`config.mk`:
```
export PLATFORM = sky130hd
export DESIGN_NAME = imm_gen_pipe
export DESIGN_NICKNAME = d
export VERILOG_FILES = /design/src/rtl/imm_gen_pipe.sv
export SDC_FILE = /design/constraint.sdc
export NUM_CORES = 1
export LEC_CHECK = 0
export BUFFER_PORTS_ARGS = -buffer_cell sky130_fd_sc_hd__buf_2
export CAP_MARGIN = 20
export CORE_UTILIZATION = 40
export CTS_BUF_LIST = sky130_fd_sc_hd__clkbuf_2
export CTS_CLUSTER_SIZE = 24
export DETAILED_ROUTE_END_ITERATION = 8
export GPL_ROUTABILITY_DRIVEN = 0
export SYNTH_ARGS = -nofsm -noshare
export SYNTH_HDL_FRONTEND = slang
export SYNTH_SLANG_ARGS = --single-unit
```
`constraint.sdc`:
```
create_clock -name clk -period 2.64 [get_ports clk]
set_input_delay 0 -clock clk [delete_from_list [all_inputs] [get_ports clk]]
set_output_delay 0 -clock clk [all_outputs]
set_load 0.05 [all_outputs]
```
`src/rtl/imm_gen_pipe.sv`:
```
// Registered RV32I/RV64I immediate generator with a 2-entry skid buffer on the output side.
// Format comes from opcode auto-decode or an explicit mode; illegal opcodes are counted.
module imm_gen_pipe #(
  parameter int unsigned XLEN        = 32,
  parameter int unsigned AUTO_DECODE = 0,
  parameter int unsigned TAG_W       = 5,
  parameter int unsigned CNT_W       = 16
) (
  input  logic             clk,
  input  logic             rstn,
  input  logic             in_valid,
  output logic             in_ready,
  input  logic [31:0]      inst,
  input  logic [2:0]       mode,
  input  logic [TAG_W-1:0] tag,
  output logic             out_valid,
  input  logic             out_ready,
  output logic [XLEN-1:0]  imm,
  output logic [TAG_W-1:0] out_tag,
  output logic             illegal,
  output logic [CNT_W-1:0] illegal_cnt
);

  localparam logic [2:0] FmtZero  = 3'd0;
  localparam logic [2:0] FmtI     = 3'd1;
  localparam logic [2:0] FmtShamt = 3'd2;
  localparam logic [2:0] FmtU     = 3'd3;
  localparam logic [2:0] FmtJ     = 3'd4;
  localparam logic [2:0] FmtB     = 3'd5;
  localparam logic [2:0] FmtS     = 3'd6;
  localparam logic [2:0] FmtZimm  = 3'd7;

  typedef enum logic [1:0] {StEmpty, StOne, StFull} state_e;

  state_e           state_q, state_d;
  logic [2:0]       fmt;
  logic             ill_c;
  logic [XLEN-1:0]  imm_c;
  logic [2:0]       funct3;
  logic             accept, pop, load_out, load_skid, skid_to_out;
  logic [XLEN-1:0]  out_imm_q, skid_imm_q;
  logic [TAG_W-1:0] out_tag_q, skid_tag_q;
  logic             out_ill_q, skid_ill_q;
  logic [CNT_W-1:0] cnt_q;

  assign funct3 = inst[14:12];

  always_comb begin
    fmt   = FmtZero;
    ill_c = 1'b0;
    if (AUTO_DECODE != 0) begin
      case (inst[6:0])
        7'b0010011: fmt = (funct3 == 3'b001 || funct3 == 3'b101) ? FmtShamt : FmtI;
        7'b0000011, 7'b1100111: fmt = FmtI;
        7'b0100011: fmt = FmtS;
        7'b1100011: fmt = FmtB;
        7'b0110111, 7'b0010111: fmt = FmtU;
        7'b1101111: fmt = FmtJ;
        7'b1110011: fmt = funct3[2] ? FmtZimm : FmtZero;
        7'b0110011: fmt = FmtZero;
        default: begin
          fmt   = FmtZero;
          ill_c = 1'b1;
        end
      endcase
    end else begin
      fmt = mode;
    end
  end

  always_comb begin
    imm_c = '0;
    case (fmt)
      FmtI:     imm_c = XLEN'($signed(inst[31:20]));
      FmtShamt: imm_c = (XLEN == 64) ? XLEN'(inst[25:20]) : XLEN'(inst[24:20]);
      FmtU:     imm_c = XLEN'($signed({inst[31:12], 12'b0}));
      FmtJ:     imm_c = XLEN'($signed({inst[31], inst[19:12], inst[20], inst[30:21], 1'b0}));
      FmtB:     imm_c = XLEN'($signed({inst[31], inst[7], inst[30:25], inst[11:8], 1'b0}));
      FmtS:     imm_c = XLEN'($signed({inst[31:25], inst[11:7]}));
      FmtZimm:  imm_c = XLEN'(inst[19:15]);
      default:  imm_c = '0;
    endcase
  end

  // Buffer occupancy FSM
  always_ff @(posedge clk or negedge rstn) begin
    if (!rstn) state_q <= StEmpty;
    else       state_q <= state_d;
  end

  always_comb begin
    state_d = state_q;
    case (state_q)
      StEmpty: if (accept) state_d = StOne;
      StOne: begin
        if (accept && !pop)      state_d = StFull;
        else if (!accept && pop) state_d = StEmpty;
      end
      StFull:  if (pop) state_d = StOne;
      default: state_d = StEmpty;
    endcase
  end

  always_comb begin
    out_valid   = (state_q != StEmpty);
    in_ready    = (state_q != StFull);
    accept      = in_valid && in_ready;
    pop         = out_valid && out_ready;
    load_out    = accept && ((state_q == StEmpty) || (state_q == StOne && pop));
    load_skid   = accept && (state_q == StOne) && !pop;
    skid_to_out = pop && (state_q == StFull);
  end

  always_ff @(posedge clk or negedge rstn) begin
    if (!rstn) begin
      out_imm_q  <= '0;
      out_tag_q  <= '0;
      out_ill_q  <= 1'b0;
      skid_imm_q <= '0;
      skid_tag_q <= '0;
      skid_ill_q <= 1'b0;
    end else begin
      if (load_out) begin
        out_imm_q <= imm_c;
        out_tag_q <= tag;
        out_ill_q <= ill_c;
      end else if (skid_to_out) begin
        out_imm_q <= skid_imm_q;
        out_tag_q <= skid_tag_q;
        out_ill_q <= skid_ill_q;
      end
      if (load_skid) begin
        skid_imm_q <= imm_c;
        skid_tag_q <= tag;
        skid_ill_q <= ill_c;
      end
    end
  end

  always_ff @(posedge clk or negedge rstn) begin
    if (!rstn)                                 cnt_q <= '0;
    else if (accept && ill_c && cnt_q != '1)   cnt_q <= cnt_q + CNT_W'(1);
  end

  assign imm         = out_imm_q;
  assign out_tag     = out_tag_q;
  assign illegal     = out_ill_q;
  assign illegal_cnt = cnt_q;

endmodule

```
==> results of run 1 <==
logic make-up (layout without fill, tap and decap cells):
family	after synthesis	after routing	synth area share
flops	76	76	0.4769
fa+ha+maj	1	1	0.003137
compound gates	100	100	0.1911
simple gates	157	157	0.1939
mux	16	16	0.05365
buf+inv	47	140	0.07625
xor+xnor	1	1	0.004080
other cells	1	17	0.0009404
worst max-delay path, stage by stage (launching register included):
cell and delay (ns):
dfrtp_1 0.52, and2b_1 0.24, nand2_2 0.38, buf_4 0.34, a22o_1 0.24
cell usage after synthesis (2+ instances only):
cell type  instances
mux2i_1            3
a21oi_1           24
clkbuf_1           9
buf_6              4
nand3b_1           2
a22o_1             6
nor4bb_1           2
buf_2             12
nor2b_1            8
nand2_1           79
and3_1            12
nor2_4             2
a221o_1           19
a221oi_2          12
o21ai_1           17
dfrtp_1           76
and4_1             4
and2_1            17
and3b_1            2
buf_4             22
mux2_4            10
a31oi_1            6
nand2b_1           4
o21ai_0           12
mux2_1             3
nor2_1            20
registers in the layout (all words and copies together) (netlist names):
signal,flops
state_q,2
imm,32
skid_imm_q,32
skid_tag_q,5
out_tag,5
layer usage:
metal | share of wire | wire (um)
met1 | 0.48 | 4618
met5 | 0 | 0
met3 | 0.033 | 319
met4 | 0.0080 | 77
met2 | 0.48 | 4667
worst paths after layout:
kind | end | slack [ns] | cells after the start
min reg2reg | skid_imm_q[0]$_DFFE_PN0P_ | 0.51 | 2
max in group asynchronous | state_q[0]$_DFFE_PN0P_ | 1.89 | 2
max reg2reg | skid_imm_q[10]$_DFFE_PN0P_ | 0.83 | 4
min | skid_imm_q[31]$_DFFE_PN0P_ | 0.06 | 3
min in group asynchronous | imm[6]$_DFFE_PN0P_ | 0.12 | 2
max | skid_imm_q[10]$_DFFE_PN0P_ | 0.83 | 4
layout make-up:
cell class	count	area (um^2)
Tap cell	133	166.4
Clock inverter	7	98.84
Clock buffer	9	45.04
Timing Repair Buffer	124	863.3
Multi-Input combinational cell	292	1844
Fill cell	937	4810
Sequential cell	76	1902
per-stage QoR:
stage,total power (uW),util,cell area (um^2),std cells,hold slack (ns)
after floorplan,3936,-,4048,415,-0.2956
after global placement,4490,0.4477,4355,583,0.2139
after detailed placement,4538,0.4477,4355,583,0.2204
after CTS,5357,0.5057,4920,641,0.03014
after global routing,5670,0.5057,4920,641,0.04830
final,5316,0.5057,4920,641,0.06168
power by group through the flow:
stage	Combinational, uW	Clock [uW]	Sequential, uW
global placement	2490	0	2000
finish	2560	765	1990
floorplan	1010	0	2930
CTS	2590	783	1990
detailed placement	2520	0	2010
global route	2770	836	2060
==> results.py, run 1 <==
metrics = {
    "global_route": {
        "antenna_found_initial": 0,
        "grt_max_degree": 77,
        "grt_pass1_vias": 3196,
        "gr-usage-met2": 0.3347,
        "grt_pass1_wl_um": 16190,
        "met1_usage": 0.2764,
        "grt_usage": 0.2035,
        "grt_overflow_total": 0,
        "grt.met3_usage": 0.04378,
        "grt.busiest_layer": "met2",
    },
    "route": {
        "drc_errors": 0,
        "routedWlPerCell_um": 15.11,
        "routed_wl_um": 9683,
        "vias": 3239,
        "viasPerCell": 5.053,
        "drt_pass1_iterations": 4,
        "ant_nets": 0,
        "drtIter0Drc": 101,
    },
    "status": {
        "status": "complete, no violations",
    },
    "job": {
        "drv_cap": 0,
    },
    "yosys": {
        "synth_ff_type": "dfrtp_1",
        "synth_cells": 399,
        "synth_seq_area_share": 0.4769,
        "yosys-top-cells-area": "dfrtp_1 48%, nand2_1 7.4%, a221o_1 4.8%, a221oi_2 4.5%, buf_4 4.1%",
        "synthDistinctLibCells": 38,
        "syn_avg_cell_area_um2": 9.994,
        "synth_top_cell_area_share": 0.4769,
        "synth_top_area_cell": "dfrtp_1",
        "synth-seq-cells": 76,
        "yosys_warnings": 0,
        "synth_edf_count": 0,
        "syn_area_um2": 3988,
        "async_flop_share": 1.000,
    },
    "hold_path": {
        "hp-class": "primary input to register",
        "worstHoldStart": "mode[2]",
    },
    "placement": {
        "dp_slack_ns": 0.8633,
        "place_hpwl_um": 6259,
        "place.port_buffers": 75,
    },
    "clock_network": {
        "cts_tree": "done",
        "holdBufCountCts": 42,
        "cts_sinks": 76,
        "cts_buffers": 9,
        "cts-root-buf": "clkbuf_2",
        "cts-resized-gates": 0,
        "cts_buffer_depth": 2,
        "h-tree-depth": 3,
        "clk_latency_ns": 0.52,
        "cts_setup_buffers": 0,
        "path_clk_slew_ns": 0.21,
    },
    "cells_and_area": {
        "syn_to_final_growth_pct": 23.38,
        "diodes": 0,
        "layout_common_cells": "78 x nand2_1, 76 x dfrtp_1, 74 x buf_2",
        "final_common_cell": "nand2_1",
        "fin_nets": 548,
        "drive_gt1_frac": 0.2520,
    },
    "floorplan": {
        "die_h_um": 101.8,
        "rows": 36,
        "fp.coreArea_um2": 9729,
        "dieWidth_um": 101.8,
        "top_level_ports": 100,
        "dieArea_um2": 10370,
        "initial_core_util": 0.4099,
    },
    "critical_path": {
        "start_kind": "register",
        "worstReg2RegStart": "state_q[0]$_DFFE_PN0P_",
        "cp.arrival_ns": 2.23,
        "crit_type": "register to register",
        "endpoint_kind": "register",
        "worstPathRequired_ns": 3.06,
        "worstPathMaxFanout": 29,
        "crit_start": "state_q[0]$_DFFE_PN0P_",
    },
    "timing": {
        "fin_skew_ns": 0.01953,
        "rsz0062_at_grt": "false",
        "finalHoldViolations": 0,
        "fin_crit_ns": 1.809,
        "maxSlewHeadroom": 0.3651,
        "fin_ws_ns": 0.8305,
        "fin_tns_setup_ns": 0,
        "tightest_slew_ns": 0.9523,
        "fmax_mhz": 552.6,
        "finalCritPeriodShare": 0.6854,
        "setup_viol": 0,
        "slew_viol_final": 0,
    },
    "power_and_ir_drop": {
        "p_leak_uw": 0.002349,
        "powerDensity_nw_per_um2": 1080,
        "p_int_uw": 2767,
        "ir_worst_vdd_uv": 585.5,
        "p_sw_frac": 0.4795,
        "p_clk_frac": 0.144,
        "p_switching_uw": 2549,
        "combPwrFrac": 0.482,
        "p_seq_frac": 0.374,
    },
}
No activity file was read; power rests on OpenSTA's default activity.
==> run 2: changes to the inputs <==
- clock period: 2.64 -> 1.79 ns (I/O delays scaled with it)
==> results.py, run 2 (synthesis results as in run 1) <==
metrics = {
    "clock_network": {
        "cts_tree": "done",
        "clk_latency_ns": 0.51,
        "cts_setup_buffers": 0,
        "cts_buffer_depth": 2,
        "cts-root-buf": "clkbuf_2",
        "cts_sinks": 76,
        "cts_buffers": 9,
        "path_clk_slew_ns": 0.22,
        "h-tree-depth": 3,
    },
    "critical_path": {
        "endpoint_kind": "register",
        "reg2reg_to": "skid_tag_q[1]$_DFFE_PN0P_",
        "worstReg2RegStart": "state_q[1]$_DFFE_PN0P_",
        "start_kind": "register",
        "slowest_stage": "dlygate4sd3_1",
        "crit_type": "register to register",
        "crit_top_cell": "nand2_1",
        "worstPathMaxFanout": 8,
        "worstPathRequired_ns": 2.27,
        "ff2ff_setup_slack_ns": 0.09,
        "cp.arrival_ns": 2.18,
        "reg2regPathDepth": 5,
        "path_cells": "nand2b_1 -> nor2_4 -> nand2_1 -> dlygate4sd3_1 -> nand2_1",
        "max_stage_delay_ns": 0.56,
    },
    "power_and_ir_drop": {
        "p_leak_uw": 0.002357,
        "power.total_uw": 7583,
        "powerDensity_nw_per_um2": 1536,
        "ir_worst_vdd_uv": 691.6,
    },
    "cells_and_area": {
        "register_area_um2": 1902,
        "fin_nets": 553,
        "drive_gt1_frac": 0.2632,
        "multi_input_area_um2": 1854,
        "syn_to_final_growth_pct": 23.78,
        "layout_common_cells": "78 x nand2_1, 76 x dfrtp_1, 74 x buf_2",
        "fillCellCount": 949,
        "final_common_cell": "nand2_1",
        "fin_cells": 646,
        "diodes": 0,
    },
    "route": {
        "drt_pass1_iterations": 4,
        "vias": 3269,
        "routed_wl_um": 9846,
        "drc_errors": 0,
        "routedWlPerCell_um": 15.24,
        "ant_nets": 0,
        "drtIter0Drc": 180,
        "viasPerCell": 5.060,
    },
    "timing": {
        "slew_viol_final": 0,
        "finalCritPeriodShare": 0.9485,
        "fin_tns_setup_ns": 0,
        "fin_crit_ns": 1.698,
        "rsz0062_at_grt": "false",
        "maxSlewHeadroom": 0.3849,
        "fin_skew_ns": 0.01791,
        "fmax_mhz": 589.0,
        "setup_viol": 0,
        "finalHoldViolations": 0,
        "tightest_slew_ns": 0.9208,
    },
    "placement": {
        "place.port_buffers": 75,
        "dp_cells": 588,
        "place_hpwl_um": 6419,
    },
    "floorplan": {
        "initial_core_util": 0.4099,
        "die_h_um": 101.8,
        "dieWidth_um": 101.8,
        "rows": 36,
        "fp.coreArea_um2": 9729,
        "top_level_ports": 100,
        "dieArea_um2": 10370,
    },
    "job": {
        "drv_cap": 0,
    },
    "hold_path": {
        "worstHoldStart": "mode[2]",
        "hp-class": "primary input to register",
        "whs_path_depth": 3,
        "min_to": "imm[31]$_DFFE_PN0P_",
    },
    "global_route": {
        "grt_pass1_wl_um": 15930,
        "grt_max_degree": 54,
        "grt_overflow_total": 0,
        "antenna_found_initial": 0,
        "grt_pass1_vias": 3128,
        "grt_usage": 0.2016,
    },
    "status": {
        "status": "complete, no violations",
    },
}
[run 2: where the power goes]
group	leakage [uW]	switching (uW)	internal, uW	total (uW)
Clock	0.0000520	635	185	819
Sequential	0.000954	445	2500	2940
Combinational	0.00135	2680	1140	3820
[run 2: per-layer routing]
layer | global-route usage | vias to the layer above | part of all wire
met3 | 0.04446 | 7 | 0.034
met2 | 0.3363 | 63 | 0.50
li1 | - | 1599 | -
met4 | 0.05604 | 0 | 0.0086
met5 | 0 | - | 0
met1 | 0.2654 | 1600 | 0.46
[run 2: critical path, delay by kind of cell (launching register included)]
kind,cells,cell delay [ns]
AND/OR/NAND/NOR,4,0.60
buffers and inverters,1,0.56
flip-flops,1,0.50
[run 2: what timing repair did]
| item | in CTS | in global routing |
|---|---|---|
| setup endpoints to repair | 0 | 4 |
| resized for setup | 0 | 3 |
| hold endpoints to repair | 150 | 0 |
| hold buffers | 42 | 0 |
[run 2: final cells by class]
type                       instances  share of cell area
sequential                        76              0.3853
tap                              133             0.03371
clock inverter                     6            0.008112
clock buffer                      10             0.01014
multi-input combinational        292              0.3757
timing repair buffer             129              0.1871
[run 2: worst max path at each step]
stage	start	endpoint	slack, ns	cells after the start
2_1_floorplan	state_q[0]$_DFFE_PN0P_	state_q[1]$_DFFE_PN0P_	0.03	5
3_3_place_gp	mode[2]	imm[13]$_DFFE_PN0P_	0.27	5
3_5_place_dp	mode[2]	imm[18]$_DFFE_PN0P_	0.19	5
4_1_cts	state_q[1]$_DFFE_PN0P_	skid_tag_q[1]$_DFFE_PN0P_	0.02	5
5_1_grt	state_q[1]$_DFFE_PN0P_	skid_tag_q[1]$_DFFE_PN0P_	0.02	5
6_report	state_q[1]$_DFFE_PN0P_	skid_tag_q[1]$_DFFE_PN0P_	0.09	5
[run 2: per-stage QoR]
stage / hold slack [ns] / worst slack, ns / cell area, um^2 / utilization
after floorplan: -0.2956 / 0.02525 / 4048 / -
after global placement: -0.05522 / 0.2652 / 4405 / 0.4528
after detailed placement: -0.05652 / 0.1939 / 4405 / 0.4528
after CTS: 0.02038 / 0.02158 / 4926 / 0.5063
after global routing: 0.03017 / 0.02339 / 4936 / 0.5073
final: 0.06080 / 0.09227 / 4936 / 0.5073
==> run 3: changes to the inputs <==
- CELL_PAD_IN_SITES_DETAIL_PLACEMENT: unset -> 1
- CELL_PAD_IN_SITES_GLOBAL_PLACEMENT: unset -> 2
- CORE_UTILIZATION: 40 -> 34
- PLACE_DENSITY_LB_ADDON: unset -> 0.1
==> results.py, run 3 (synthesis results as in run 1) <==
metrics = {
    "route": {
        "viasPerCell": 5.087,
        "drc_errors": 0,
        "drt_pass1_iterations": 4,
        "drtIter0Drc": 105,
        "ant_nets": 0,
        "vias": 3342,
        "routedWlPerCell_um": 17.14,
        "routed_wl_um": 11260,
    },
    "placement": {
        "place.port_buffers": 75,
        "dp_slack_ns": 0.05527,
        "place_hpwl_um": 7541,
    },
    "timing": {
        "setup_viol": 0,
        "rsz0062_at_grt": "false",
        "tightest_slew_ns": 0.8982,
        "fin_crit_ns": 1.664,
        "fin_ws_ns": 0.1259,
        "fin_skew_ns": 0.01375,
        "fmax_mhz": 600.9,
        "finalCritPeriodShare": 0.9297,
        "finalHoldViolations": 0,
        "maxSlewHeadroom": 0.3999,
        "slew_viol_final": 0,
        "fin_tns_setup_ns": 0,
    },
    "power_and_ir_drop": {
        "ir_worst_vdd_uv": 807.1,
        "p_sw_frac": 0.4889,
        "p_switching_uw": 3792,
        "combPwrFrac": 0.499,
        "powerDensity_nw_per_um2": 1562,
        "p_clk_frac": 0.119,
        "p_leak_uw": 0.002388,
        "p_seq_frac": 0.382,
        "power.total_uw": 7757,
        "p_int_uw": 3965,
    },
    "clock_network": {
        "clk_latency_ns": 0.50,
        "cts_sinks": 76,
        "path_clk_slew_ns": 0.21,
        "cts_buffers": 9,
        "cts_buffer_depth": 2,
        "cts-root-buf": "clkbuf_2",
        "cts_setup_buffers": 0,
        "cts_tree": "done",
        "h-tree-depth": 3,
    },
    "floorplan": {
        "dieWidth_um": 110.3,
        "top_level_ports": 100,
        "rows": 39,
        "initial_core_util": 0.3492,
        "fp.coreArea_um2": 11420,
        "dieArea_um2": 12170,
        "die_h_um": 110.3,
    },
    "global_route": {
        "grt_overflow_total": 0,
        "grt_pass1_wl_um": 17910,
        "grt_usage": 0.1975,
        "grt_max_degree": 55,
        "antenna_found_initial": 0,
        "grt_pass1_vias": 3436,
    },
    "cells_and_area": {
        "final_common_cell": "nand2_1",
        "fin_nets": 554,
        "drive_gt1_frac": 0.2646,
        "syn_to_final_growth_pct": 24.54,
        "final_util": 0.4349,
        "layout_common_cells": "78 x nand2_1, 76 x dfrtp_1, 74 x buf_2",
        "diodes": 0,
    },
    "critical_path": {
        "start_kind": "register",
        "reg2reg_to": "skid_imm_q[5]$_DFFE_PN0P_",
        "cp.arrival_ns": 2.12,
        "endpoint_kind": "register",
        "ff2ff_setup_slack_ns": 0.13,
        "reg2regPathDepth": 4,
        "worstPathMaxFanout": 15,
        "worstReg2RegStart": "state_q[0]$_DFFE_PN0P_",
        "crit_type": "register to register",
        "worstPathRequired_ns": 2.24,
    },
    "hold_path": {
        "min_to": "imm[31]$_DFFE_PN0P_",
        "whs_path_depth": 3,
        "hp-class": "primary input to register",
        "worstHoldStart": "mode[2]",
    },
    "job": {
        "drv_cap": 0,
    },
    "status": {
        "status": "complete, no violations",
    },
}
run 3: stage by stage:
step	hold slack (ns)	std cells	cell area, um^2
floorplan	-0.2956	415	4048
global placement	-0.07225	601	4441
detailed placement	-0.06735	601	4441
CTS	0.03647	656	4938
global route	0.1047	657	4966
finish	0.1009	657	4966
run 3: cell type report:
class / instances / area [um^2]
clock inverters: 6 / 55.05
well taps: 143 / 178.9
clock buffers: 10 / 50.05
multi-input cells: 292 / 1847
flip-flops and latches: 76 / 1902
fillers: 1319 / 6452
repair buffers: 130 / 933.4
run 3: how the worst max path moves through the flow:
stage	from	end	depth (start not counted)
3_5_place_dp	state_q[1]$_DFFE_PN0P_	imm[9]$_DFFE_PN0P_	4
5_1_grt	state_q[0]$_DFFE_PN0P_	skid_imm_q[13]$_DFFE_PN0P_	5
6_report	state_q[0]$_DFFE_PN0P_	skid_imm_q[5]$_DFFE_PN0P_	4
4_1_cts	state_q[0]$_DFFE_PN0P_	skid_imm_q[5]$_DFFE_PN0P_	4
2_1_floorplan	state_q[0]$_DFFE_PN0P_	state_q[1]$_DFFE_PN0P_	5
3_3_place_gp	state_q[1]$_DFFE_PN0P_	imm[7]$_DFFE_PN0P_	4
run 3: worst max-delay path: stages, from the launching register on:
cell and delay (ns):
dfrtp_1 0.51, and2b_1 0.24, nand2_2 0.28, nor2_2 0.39
a22o_1 0.19
run 3: power by group through the flow:
stage / registers (uW) / clock network [uW] / logic, uW
detailed placement: 3010 / 0 / 3820
global route: 3070 / 1040 / 4190
floorplan: 4320 / 0 / 1490
global placement: 2970 / 0 / 3750
finish: 2960 / 927 / 3870
CTS: 2960 / 986 / 3910
run 3: what timing repair did:
item	CTS	global route
endpoints found under the hold margin	151	0
resized for setup	1	0
setup endpoints to repair	2	0
hold buffers	39	0
run 3: per-layer routing:
layer  track usage  vias to the layer above  wire length (um)
met5             0                        -                 0
met4       0.04981                        0               121
met3       0.03821                        8               340
met2        0.3310                       54              5555
met1        0.2611                     1688              5243
li1              -                     1592                 -
